==> config.mk <==
export PLATFORM = sky130hd
export DESIGN_NAME = rst_seq_multi
export DESIGN_NICKNAME = d
export VERILOG_FILES = /design/src/rtl/rst_seq_multi.sv
export SDC_FILE = /design/constraint.sdc
export NUM_CORES = 1
export LEC_CHECK = 0
export BUFFER_PORTS_ARGS = -buffer_cell sky130_fd_sc_hd__buf_2
export CAP_MARGIN = 20
export CORE_MARGIN = 3
export CORE_UTILIZATION = 55
export CTS_CLUSTER_DIAMETER = 40
export CTS_CLUSTER_SIZE = 12
export DETAILED_ROUTE_END_ITERATION = 7
export PLACE_DENSITY_LB_ADDON = 0.05
export SETUP_SLACK_MARGIN = 0.5
export SYNTH_ARGS = -nofsm -noshare
export SYNTH_HDL_FRONTEND = slang
export SYNTH_SLANG_ARGS = --single-unit
export TNS_END_PERCENT = 1
==> constraint.sdc <==
create_clock -name CLK_50M -period 5.15 [get_ports CLK_50M]
set_input_delay 0.515 -clock CLK_50M [delete_from_list [all_inputs] [get_ports CLK_50M]]
set_output_delay 0.515 -clock CLK_50M [all_outputs]
set_load 0.05 [all_outputs]
==> src/rtl/rst_seq_multi.sv <==
// rst_seq_multi -- parametrised clock-generator reset sequencer.
//
// Holds NUM_LOCK clock generators in reset, waits for all of their LOCKED
// flags, requires the locks to stay stable, then releases NUM_OUT downstream
// resets one at a time (bit 0 first). A lock timeout re-pulses the generator
// reset and bumps a saturating retry counter. A lock loss after release has
// started re-runs the whole sequence.
//
// Optional build macro: RSTSEQ_LOCK_FILTER_EN
//   When defined, a lock loss in RELEASE/RUN is declared only after the
//   synchronised lock AND has been low for LOSS_FILT_CYC consecutive cycles.
//   When undefined, a single low cycle is a lock loss.
//
// Ports:
//   CLK_50M    in   1         block clock
//   SYS_RST    in   1         synchronous reset, active-high
//   LOCKED_IN  in   NUM_LOCK  asynchronous generator lock flags
//   DCM_RST    out  1         reset to all clock generators, active-high
//   RST_OUT    out  NUM_OUT   staged resets, active-high, bit 0 released first
//   ALL_LOCKED out  1         synchronised AND of LOCKED_IN
//   SEQ_DONE   out  1         high while every RST_OUT bit is released
//   RETRY_CNT  out  8         lock-timeout retries, saturating at 255
module rst_seq_multi #(
  parameter int NUM_LOCK      = 2,
  parameter int NUM_OUT       = 3,
  parameter int CNT_W         = 16,
  parameter int DCM_RST_CYC   = 16,
  parameter int STABLE_CYC    = 16,
  parameter int STAGE_CYC     = 16,
  parameter int LOCK_TMO_CYC  = 50000,
  parameter int LOSS_FILT_CYC = 4
) (
  input  logic                CLK_50M,
  input  logic                SYS_RST,
  input  logic [NUM_LOCK-1:0] LOCKED_IN,
  output logic                DCM_RST,
  output logic [NUM_OUT-1:0]  RST_OUT,
  output logic                ALL_LOCKED,
  output logic                SEQ_DONE,
  output logic [7:0]          RETRY_CNT
);

`ifdef RSTSEQ_LOCK_FILTER_EN
  localparam bit FILT_EN = 1'b1;
`else
  localparam bit FILT_EN = 1'b0;
`endif

  // Unfiltered build behaves as a filter of length one.
  localparam int LOSS_LEN = FILT_EN ? LOSS_FILT_CYC : 1;
  localparam int IDX_W    = (NUM_OUT > 1) ? $clog2(NUM_OUT) : 1;

  localparam logic [CNT_W-1:0] DCM_LAST    = CNT_W'(DCM_RST_CYC - 1);
  localparam logic [CNT_W-1:0] STABLE_LAST = CNT_W'(STABLE_CYC - 1);
  localparam logic [CNT_W-1:0] STAGE_LAST  = CNT_W'(STAGE_CYC - 1);
  localparam logic [CNT_W-1:0] TMO_LAST    = CNT_W'(LOCK_TMO_CYC - 1);
  localparam logic [CNT_W-1:0] LOSS_LAST   = CNT_W'(LOSS_LEN - 1);
  localparam logic [IDX_W-1:0] LAST_IDX    = IDX_W'(NUM_OUT - 1);

  typedef enum logic [2:0] {
    S_RESET_DCM,
    S_WAIT_LOCK,
    S_STABLE,
    S_RELEASE,
    S_RUN
  } state_t;

  state_t               state_reg, state_next;
  logic [CNT_W-1:0]     cnt_reg, cnt_next;
  logic [CNT_W-1:0]     filt_reg, filt_next;
  logic [IDX_W-1:0]     idx_reg, idx_next;
  logic [NUM_OUT-1:0]   rst_out_reg, rst_out_next;
  logic                 dcm_rst_reg, dcm_rst_next;
  logic                 seq_done_reg, seq_done_next;
  logic [7:0]           retry_reg, retry_next;
  logic [NUM_LOCK-1:0]  lk_meta_reg, lk_sync_reg;
  logic                 all_lk;
  logic                 lock_loss;

  // Two-flop synchroniser per lock flag; bits are combined only after the
  // second stage so a metastable first stage never feeds the AND.
  genvar gi;
  generate
    for (gi = 0; gi < NUM_LOCK; gi++) begin : g_sync
      always_ff @(posedge CLK_50M) begin
        if (SYS_RST) begin
          lk_meta_reg[gi] <= 1'b0;
          lk_sync_reg[gi] <= 1'b0;
        end else begin
          lk_meta_reg[gi] <= LOCKED_IN[gi];
          lk_sync_reg[gi] <= lk_meta_reg[gi];
        end
      end
    end
  endgenerate

  assign all_lk = &lk_sync_reg;

  always_comb begin
    state_next    = state_reg;
    cnt_next      = cnt_reg;
    idx_next      = idx_reg;
    rst_out_next  = rst_out_reg;
    seq_done_next = seq_done_reg;
    retry_next    = retry_reg;
    filt_next     = '0;
    lock_loss     = 1'b0;

    case (state_reg)
      S_RESET_DCM: begin
        rst_out_next  = '1;
        seq_done_next = 1'b0;
        if (cnt_reg == DCM_LAST) begin
          state_next = S_WAIT_LOCK;
          cnt_next   = '0;
        end else begin
          cnt_next = cnt_reg + CNT_W'(1);
        end
      end

      S_WAIT_LOCK: begin
        // Lock takes priority over a timeout on the same cycle.
        if (all_lk) begin
          state_next = S_STABLE;
          cnt_next   = '0;
        end else if (cnt_reg == TMO_LAST) begin
          state_next = S_RESET_DCM;
          cnt_next   = '0;
          if (retry_reg != 8'hFF) retry_next = retry_reg + 8'd1;
        end else begin
          cnt_next = cnt_reg + CNT_W'(1);
        end
      end

      S_STABLE: begin
        if (!all_lk) begin
          state_next = S_WAIT_LOCK;
          cnt_next   = '0;
        end else if (cnt_reg == STABLE_LAST) begin
          state_next = S_RELEASE;
          cnt_next   = '0;
          idx_next   = '0;
        end else begin
          cnt_next = cnt_reg + CNT_W'(1);
        end
      end

      S_RELEASE, S_RUN: begin
        // filt_reg counts consecutive low cycles seen so far; a loss is
        // declared on the LOSS_LEN-th low cycle.
        if (!all_lk) begin
          if (filt_reg == LOSS_LAST) lock_loss = 1'b1;
          else                       filt_next = filt_reg + CNT_W'(1);
        end

        if (lock_loss) begin
          state_next    = S_RESET_DCM;
          cnt_next      = '0;
          rst_out_next  = '1;
          seq_done_next = 1'b0;
          filt_next     = '0;
        end else if (state_reg == S_RELEASE) begin
          if (cnt_reg == STAGE_LAST) begin
            rst_out_next[idx_reg] = 1'b0;
            cnt_next              = '0;
            if (idx_reg == LAST_IDX) begin
              state_next    = S_RUN;
              seq_done_next = 1'b1;
            end else begin
              idx_next = idx_reg + IDX_W'(1);
            end
          end else begin
            cnt_next = cnt_reg + CNT_W'(1);
          end
        end
      end

      default: begin
        state_next = S_RESET_DCM;
        cnt_next   = '0;
      end
    endcase

    dcm_rst_next = (state_next == S_RESET_DCM);
  end

  always_ff @(posedge CLK_50M) begin
    if (SYS_RST) begin
      state_reg    <= S_RESET_DCM;
      cnt_reg      <= '0;
      filt_reg     <= '0;
      idx_reg      <= '0;
      rst_out_reg  <= '1;
      dcm_rst_reg  <= 1'b1;
      seq_done_reg <= 1'b0;
      retry_reg    <= 8'd0;
    end else begin
      state_reg    <= state_next;
      cnt_reg      <= cnt_next;
      filt_reg     <= filt_next;
      idx_reg      <= idx_next;
      rst_out_reg  <= rst_out_next;
      dcm_rst_reg  <= dcm_rst_next;
      seq_done_reg <= seq_done_next;
      retry_reg    <= retry_next;
    end
  end

  assign DCM_RST    = dcm_rst_reg;
  assign RST_OUT    = rst_out_reg;
  assign ALL_LOCKED = all_lk;
  assign SEQ_DONE   = seq_done_reg;
  assign RETRY_CNT  = retry_reg;

endmodule

==> flow_results.xml, run 1 <==
<?xml version="1.0" encoding="UTF-8"?>
<metrics>
  <group name="placed_design">
    <metric name="gp_routability_congestion" unit="">0.870</metric>
    <metric name="dp_slack" unit="ns">2.74</metric>
    <metric name="post-dp-hpwl" unit="um">3280</metric>
    <metric name="placement.io_buffers" unit="">17</metric>
  </group>
  <group name="synthesis">
    <metric name="postSynth.topFlopCell" unit="">sky130_fd_sc_hd__dfxtp_1</metric>
    <metric name="postSynthCellCount" unit="">289</metric>
    <metric name="edff_count_synth" unit="">0</metric>
    <metric name="mappedNetlistArea" unit="um^2">2540</metric>
    <metric name="synth_nets" unit="">300</metric>
    <metric name="syn-mean-instance-area" unit="um^2">8.78</metric>
    <metric name="synth-seq-area-share" unit="%">42.6</metric>
    <metric name="synth.top_cell.area_share" unit="%">42.6</metric>
    <metric name="ys_types" unit="">45</metric>
    <metric name="synth.top_cells.by_area" unit="">sky130_fd_sc_hd__dfxtp_1 43%, sky130_fd_sc_hd__xor2_1 7.2%, sky130_fd_sc_hd__nor2_1 6.8%, sky130_fd_sc_hd__xnor2_1 4.8%, sky130_fd_sc_hd__ha_1 3.5%</metric>
    <metric name="synth_seq_cells" unit="">54</metric>
    <metric name="asyncSetResetFlopFracSynth" unit="%">0</metric>
    <metric name="synth-warning-count" unit="">0</metric>
    <metric name="synthDominantAreaCellType" unit="">sky130_fd_sc_hd__dfxtp_1</metric>
  </group>
  <group name="power_and_ir_drop">
    <metric name="irDropWorstVdd" unit="uV">140</metric>
    <metric name="seq_power_share" unit="%">64.3</metric>
    <metric name="leakagePower" unit="nW">1.03</metric>
    <metric name="power.share.switching" unit="%">21.2</metric>
    <metric name="comb_power_share" unit="%">1.8</metric>
    <metric name="power.density" unit="nW/um^2">240</metric>
    <metric name="totalPowerFinal" unit="mW">0.658</metric>
    <metric name="p_switching" unit="mW">0.139</metric>
    <metric name="share_clk_of_total_power" unit="%">33.9</metric>
    <metric name="internal-power" unit="mW">0.519</metric>
  </group>
  <group name="sta">
    <metric name="timing.slew.headroom" unit="%">54.5</metric>
    <metric name="timing.final.setup_violations" unit="">0</metric>
    <metric name="postLayoutSetupSlackWorst" unit="ns">2.75</metric>
    <metric name="period_minus_slack" unit="ns">2.40</metric>
    <metric name="fin_crit_sh" unit="%">46.5</metric>
    <metric name="maxSlewViolCount" unit="">0</metric>
    <metric name="grt_setup_unrepaired" unit="">false</metric>
    <metric name="achievable_clock_frequency" unit="GHz">0.417</metric>
    <metric name="timing.final.hold_violations" unit="">0</metric>
    <metric name="finalClockSkew" unit="ns">0.0116</metric>
    <metric name="slew_at_the_pin_closest_to_its_max_slew_limit" unit="ns">0.682</metric>
    <metric name="tns" unit="ns">0</metric>
  </group>
  <group name="final_layout">
    <metric name="regArea" unit="um^2">1080</metric>
    <metric name="n_fill_cell" unit="">413</metric>
    <metric name="post-route-util" unit="%">62.0</metric>
    <metric name="nets" unit="">317</metric>
    <metric name="multi_input_comb_area" unit="um^2">1380</metric>
    <metric name="syn_to_final_growth" unit="%">7.79</metric>
    <metric name="diodes" unit="">0</metric>
    <metric name="post_route_cells_drive_above_1_share" unit="%">10.1</metric>
  </group>
  <group name="drt">
    <metric name="drt_first_pass_iters" unit="">4</metric>
    <metric name="routed-wl-met3" unit="um">213</metric>
    <metric name="vias_per_cell" unit="">5.55</metric>
    <metric name="maxUsedRoutingLayer" unit="">met4</metric>
    <metric name="postRouteAntennaNets" unit="">0</metric>
    <metric name="detail_route.wl_per_cell" unit="um">12.8</metric>
    <metric name="detailroute.via_count" unit="">1988</metric>
    <metric name="detail_route.iter0.violations" unit="">113</metric>
    <metric name="met2RoutedLength" unit="um">2040</metric>
    <metric name="m1WireLength" unit="um">2300</metric>
    <metric name="drc" unit="">0</metric>
    <metric name="wirelength" unit="um">4580</metric>
  </group>
  <group name="setup_path">
    <metric name="crit_required" unit="ns">5.31</metric>
    <metric name="critPathLaunchType" unit="">flip-flop</metric>
    <metric name="setup.worst_path.end_class" unit="">flip-flop</metric>
    <metric name="worstPathArrival" unit="ns">2.56</metric>
    <metric name="path_max_fanout" unit="">15</metric>
    <metric name="timing.setup.critical_path_class" unit="">flip-flop to flip-flop</metric>
  </group>
  <group name="min_path">
    <metric name="hold_path.class" unit="">primary input to flip-flop</metric>
  </group>
  <group name="cts">
    <metric name="tritoncts" unit="">done</metric>
    <metric name="clk_root_buffer_cell" unit="">sky130_fd_sc_hd__clkbuf_8</metric>
    <metric name="clock-sinks" unit="">54</metric>
    <metric name="clk_pin_slew_worst_paths" unit="ns">0.09</metric>
    <metric name="cts.repair_timing.setup_buffer_count" unit="">0</metric>
    <metric name="h-tree-depth" unit="">2</metric>
    <metric name="cts-resized-gates" unit="">0</metric>
    <metric name="clock_path_buffers" unit="">2</metric>
    <metric name="hold_buffers" unit="">0</metric>
    <metric name="cts_made_buffers" unit="">5</metric>
    <metric name="worstSkewPairLatency" unit="ns">0.30</metric>
  </group>
  <group name="grt">
    <metric name="grt_max_degree" unit="">24</metric>
    <metric name="via_count_of_the_first_global_routing_pass" unit="">1770</metric>
    <metric name="grt_first_pass_wirelength" unit="um">7820</metric>
    <metric name="track_usage" unit="%">18.0</metric>
    <metric name="antenna_found_initial" unit="">0</metric>
    <metric name="global_route.overflow_total" unit="">0</metric>
  </group>
  <group name="die">
    <metric name="coreArea" unit="um^2">4410</metric>
    <metric name="initial_core_utilization" unit="%">57.5</metric>
    <metric name="fp.dieArea" unit="um^2">5460</metric>
    <metric name="placementRows" unit="">24</metric>
    <metric name="ioPinCount" unit="">18</metric>
    <metric name="die_width" unit="um">73.9</metric>
    <metric name="die_y" unit="um">73.9</metric>
  </group>
  <group name="run">
    <metric name="drv.max_cap_violation_count" unit="">0</metric>
  </group>
  <group name="status">
    <metric name="status" unit="">complete, no violations</metric>
  </group>
</metrics>
## critical path, cell delays in order (launching register included)
cell and delay [ns]:
sky130_fd_sc_hd__dfxtp_1 0.37, sky130_fd_sc_hd__ha_1 0.18, sky130_fd_sc_hd__nand3_1 0.29, sky130_fd_sc_hd__nor4_4 0.52, sky130_fd_sc_hd__a21oi_1 0.11, sky130_fd_sc_hd__a2bb2oi_1 0.17, sky130_fd_sc_hd__o21bai_2 0.51, sky130_fd_sc_hd__nor2_1 0.11
## power groups by stage
stage / logic [mW] / registers (mW) / clock network, mW
after floorplan: 0.00973 / 0.432 / 0
after global placement: 0.0119 / 0.432 / 0
after detailed placement: 0.0121 / 0.432 / 0
after CTS: 0.0121 / 0.423 / 0.231
after global routing: 0.0134 / 0.424 / 0.246
final: 0.0118 / 0.423 / 0.223
## cells in the final DEF, fill, tap and decap left out, types with 5 or more instances in the layout
cell / synthesis / routed
sky130_fd_sc_hd__buf_2: 2 / 17
sky130_fd_sc_hd__inv_1: 10 / 10
sky130_fd_sc_hd__nand3_1: 13 / 13
sky130_fd_sc_hd__nor4_1: 5 / 5
sky130_fd_sc_hd__and3_1: 8 / 8
sky130_fd_sc_hd__xor2_1: 21 / 21
sky130_fd_sc_hd__ha_1: 7 / 7
sky130_fd_sc_hd__nor2_1: 46 / 46
sky130_fd_sc_hd__a21oi_1: 15 / 15
sky130_fd_sc_hd__xnor2_1: 14 / 14
sky130_fd_sc_hd__nand4_1: 9 / 9
sky130_fd_sc_hd__nor2b_1: 8 / 8
sky130_fd_sc_hd__dfxtp_1: 54 / 54
sky130_fd_sc_hd__clkbuf_8: 0 / 5
sky130_fd_sc_hd__nor3_1: 5 / 5
sky130_fd_sc_hd__nand2_1: 22 / 22
## layout make-up
| class | instances | share of cell area, % |
|---|---|---|
| timing repair buffer | 18 | 3.39 |
| tap | 52 | 2.38 |
| clock buffer | 6 | 2.65 |
| sequential | 54 | 39.5 |
| inverter | 10 | 1.37 |
| clock inverter | 1 | 0.274 |
| multi-input combinational | 217 | 50.4 |
## layer usage
layer / vias to the layer above / track usage (%)
met3: 5 / 4.10
met2: 46 / 27.7
met5: - / 0
met4: 0 / 5.03
met1: 905 / 25.4
li1: 1032 / -
## kinds of logic (layout without fill, tap and decap cells)
family / Yosys count / after routing / synth area share (%)
AOI/OAI and AO/OA: 32 / 32 / 8.63
xor gates and xnor gates: 35 / 35 / 12.1
adders and majority gates: 7 / 7 / 3.45
buffers and inverters: 18 / 35 / 3.06
DFF: 54 / 54 / 42.6
muxes: 3 / 3 / 1.18
and+or+nand+nor: 140 / 140 / 29.0
## synthesized netlist by cell type, drive strengths merged (2+ instances only)
| cell | instances |
|---|---|
| o21ai | 3 |
| nor3 | 5 |
| or3 | 3 |
| or4 | 5 |
| nor2 | 46 |
| ha | 7 |
| nor4b | 2 |
| nand2 | 22 |
| buf | 3 |
| a311o | 3 |
| and2 | 4 |
| a21o | 2 |
| clkbuf | 5 |
| nor2b | 8 |
| nor4 | 6 |
| a21oi | 15 |
| dfxtp | 54 |
| xor2 | 21 |
| and3 | 8 |
| and4 | 4 |
| inv | 10 |
| nand3 | 13 |
| xnor2 | 14 |
| nand4 | 9 |
| mux2i | 3 |
## stage by stage
step,instance area [um^2],hold WS [ns],instances
after floorplan,2540,0.414,289
after global placement,2660,0.424,351
after global routing,2740,0.416,358
final,2740,0.419,358
after detailed placement,2660,0.425,351
after CTS,2740,0.409,358
## worst paths after layout
check | start | end | slack, ns | depth (start not counted)
worst max-delay path | cnt_reg[0] | cnt_reg[11] | 2.75 | 7
worst min-delay path | LOCKED_IN[1] | lk_meta_reg[1] | 0.42 | 2
worst max register to register | cnt_reg[0] | cnt_reg[11] | 2.75 | 7
worst min register to register | lk_meta_reg[0] | lk_sync_reg[0] | 0.44 | 1
(Power assumes the default switching activity.)
==> inputs of run 2 (changes only) <==
==> constraint.sdc (replaced) <==
create_clock -name CLK_50M -period 2.28 [get_ports CLK_50M]
set_input_delay 0.228 -clock CLK_50M [delete_from_list [all_inputs] [get_ports CLK_50M]]
set_output_delay 0.228 -clock CLK_50M [all_outputs]
set_load 0.05 [all_outputs]
==> run 2 against run 1 <==
Net effect:
- clock skew is 0.0043 ns lower
- sequential share of layout area is 1.9 points lower
- core utilization is 3.1 points higher
- routed wire length is 3.4% higher
- final cell count is 3.1% higher
- register-to-register slack worse by 2.6 ns
- worst hold slack worse by 0.29 ns
- sequential power is 130% higher
- critical endpoint is now DCM_RST
- final area is 5.0% higher
- critical path type unchanged
- sequential cell count stayed put
- clock power is 130% higher
==> flow_results.xml, run 2 (synthesis results as in run 1) <==
<?xml version="1.0" encoding="UTF-8"?>
<metrics>
  <group name="status">
    <metric name="status" unit="">complete, no violations</metric>
  </group>
  <group name="die">
    <metric name="fp.dieArea" unit="um^2">5460</metric>
    <metric name="die_width" unit="um">73.9</metric>
    <metric name="ioPinCount" unit="">18</metric>
    <metric name="die_y" unit="um">73.9</metric>
    <metric name="placementRows" unit="">24</metric>
    <metric name="initial_core_utilization" unit="%">57.5</metric>
    <metric name="coreArea" unit="um^2">4410</metric>
  </group>
  <group name="power_and_ir_drop">
    <metric name="p_switching" unit="mW">0.321</metric>
    <metric name="irDropWorstVdd" unit="uV">351</metric>
    <metric name="comb_power_share" unit="%">2.1</metric>
    <metric name="seq_power_share" unit="%">63.6</metric>
    <metric name="power.share.switching" unit="%">21.4</metric>
    <metric name="power.density" unit="nW/um^2">523</metric>
    <metric name="share_clk_of_total_power" unit="%">34.4</metric>
    <metric name="internal-power" unit="mW">1.18</metric>
    <metric name="leakagePower" unit="nW">1.09</metric>
    <metric name="totalPowerFinal" unit="mW">1.50</metric>
  </group>
  <group name="grt">
    <metric name="global_route.overflow_total" unit="">0</metric>
    <metric name="grt_first_pass_wirelength" unit="um">8290</metric>
    <metric name="via_count_of_the_first_global_routing_pass" unit="">1873</metric>
    <metric name="track_usage" unit="%">19.0</metric>
    <metric name="grt_max_degree" unit="">24</metric>
    <metric name="antenna_found_initial" unit="">0</metric>
  </group>
  <group name="setup_path">
    <metric name="path_max_fanout" unit="">4</metric>
    <metric name="critPathLaunchType" unit="">flip-flop</metric>
    <metric name="crit_required" unit="ns">2.49</metric>
    <metric name="worstPathArrival" unit="ns">2.36</metric>
    <metric name="setup.worst_path.end_class" unit="">flip-flop</metric>
    <metric name="timing.setup.critical_path_class" unit="">flip-flop to flip-flop</metric>
  </group>
  <group name="cts">
    <metric name="worstSkewPairLatency" unit="ns">0.30</metric>
    <metric name="hold_buffers" unit="">0</metric>
    <metric name="tritoncts" unit="">done</metric>
    <metric name="clock-sinks" unit="">54</metric>
    <metric name="clk_pin_slew_worst_paths" unit="ns">0.09</metric>
    <metric name="clock_path_buffers" unit="">2</metric>
    <metric name="clk_root_buffer_cell" unit="">sky130_fd_sc_hd__clkbuf_8</metric>
    <metric name="h-tree-depth" unit="">2</metric>
    <metric name="cts_made_buffers" unit="">5</metric>
  </group>
  <group name="drt">
    <metric name="postRouteAntennaNets" unit="">0</metric>
    <metric name="detail_route.wl_per_cell" unit="um">12.8</metric>
    <metric name="detail_route.iter0.violations" unit="">136</metric>
    <metric name="drt_first_pass_iters" unit="">4</metric>
    <metric name="drc" unit="">0</metric>
    <metric name="vias_per_cell" unit="">5.48</metric>
    <metric name="wirelength" unit="um">4730</metric>
    <metric name="detailroute.via_count" unit="">2022</metric>
  </group>
  <group name="sta">
    <metric name="tns" unit="ns">0</metric>
    <metric name="hold_slack" unit="ns">0.133</metric>
    <metric name="achievable_clock_frequency" unit="GHz">0.465</metric>
    <metric name="timing.final.setup_violations" unit="">0</metric>
    <metric name="finalClockSkew" unit="ns">0.00731</metric>
    <metric name="timing.slew.headroom" unit="%">72.0</metric>
    <metric name="maxSlewViolCount" unit="">0</metric>
    <metric name="period_minus_slack" unit="ns">2.15</metric>
    <metric name="slew_at_the_pin_closest_to_its_max_slew_limit" unit="ns">0.417</metric>
    <metric name="grt_setup_unrepaired" unit="">true</metric>
    <metric name="timing.final.hold_violations" unit="">0</metric>
    <metric name="fin_crit_sh" unit="%">94.3</metric>
  </group>
  <group name="final_layout">
    <metric name="post_route_cells_drive_above_1_share" unit="%">16.1</metric>
    <metric name="syn_to_final_growth" unit="%">13.2</metric>
    <metric name="mostFrequentLayoutCells" unit="">53 x sky130_fd_sc_hd__dfxtp_1, 45 x sky130_fd_sc_hd__nor2_1, 22 x sky130_fd_sc_hd__nand2_1</metric>
    <metric name="diodes" unit="">0</metric>
    <metric name="nets" unit="">327</metric>
    <metric name="design_area" unit="um^2">2870</metric>
    <metric name="finalNonFillerCells" unit="">369</metric>
    <metric name="mostFrequentLayoutCell" unit="">sky130_fd_sc_hd__dfxtp_1</metric>
  </group>
  <group name="placed_design">
    <metric name="dpl-instance-area" unit="um^2">2750</metric>
    <metric name="placement.io_buffers" unit="">17</metric>
    <metric name="post-dp-hpwl" unit="um">3400</metric>
    <metric name="gp_routability_congestion" unit="">0.925</metric>
    <metric name="placed_cells" unit="">361</metric>
  </group>
  <group name="min_path">
    <metric name="hold_path.class" unit="">primary input to flip-flop</metric>
  </group>
  <group name="run">
    <metric name="drv.max_cap_violation_count" unit="">0</metric>
  </group>
</metrics>
run 2: cell types whose count changed in the layout (fill, tap and decap cells not counted), moves of 2 or more:
cell and change:
sky130_fd_sc_hd__buf_4 +9, sky130_fd_sc_hd__nor4_1 -2, sky130_fd_sc_hd__nor4_2 +2, sky130_fd_sc_hd__nor4b_1 -2, sky130_fd_sc_hd__nor4b_2 +2
run 2: power groups by stage:
stage	sequential, mW	clock (mW)	combinational, mW
CTS	0.955	0.541	0.0319
finish	0.954	0.516	0.0311
global route	0.956	0.577	0.0373
detailed placement	0.977	0	0.0318
floorplan	0.976	0	0.0220
global placement	0.976	0	0.0312
run 2: final cells by class:
cell class                 instances  area [um^2]
fill                             393         1540
clock buffer                       6         72.6
sequential                        54         1080
timing repair buffer              28          180
multi-input combinational        217         1420
tap                               52         65.1
clock inverter                     2         13.8
inverter                          10         37.5
run 2: final timing paths:
path / start / endpoint / slack [ns] / cells after the start
hold / removal: LOCKED_IN[1] / lk_meta_reg[1] / 0.13 / 2
setup reg to reg: cnt_reg[13] / DCM_RST / 0.13 / 6
hold reg to reg: lk_meta_reg[1] / lk_sync_reg[1] / 0.44 / 1
setup / recovery: cnt_reg[13] / DCM_RST / 0.13 / 6
run 2: critical path, stage by stage, from the launching register on:
cell                      delay, ns
sky130_fd_sc_hd__dfxtp_2       0.35
sky130_fd_sc_hd__or4_4         0.54
sky130_fd_sc_hd__nor4_4        0.37
sky130_fd_sc_hd__nand3_1       0.11
sky130_fd_sc_hd__a211o_1       0.29
sky130_fd_sc_hd__a221o_1       0.29
sky130_fd_sc_hd__o31a_1        0.10
run 2: metal layers:
metal | share of wire (%) | wire length [um] | track usage [%] | up-vias
met5 | 0 | 0 | 0 | -
li1 | - | - | - | 1056
met4 | 1.4 | 66 | 6.24 | 0
met2 | 43 | 2030 | 27.9 | 29
met3 | 3.9 | 186 | 4.65 | 7
met1 | 52 | 2440 | 27.3 | 930
run 2: metrics by stage:
step	setup slack, ns	util, %
CTS	0.137	64.2
floorplan	0.204	-
global route	0.0450	65.1
detailed placement	0.143	62.2
global placement	0.177	62.2
finish	0.129	65.1
run 2: what timing repair did:
| action | in CTS | in global routing |
|---|---|---|
| gates resized for setup | 0 | 7 |
| setup buffers | 0 | 0 |
| pin swaps | 1 | 0 |
| endpoints found under the setup margin | 49 | 50 |
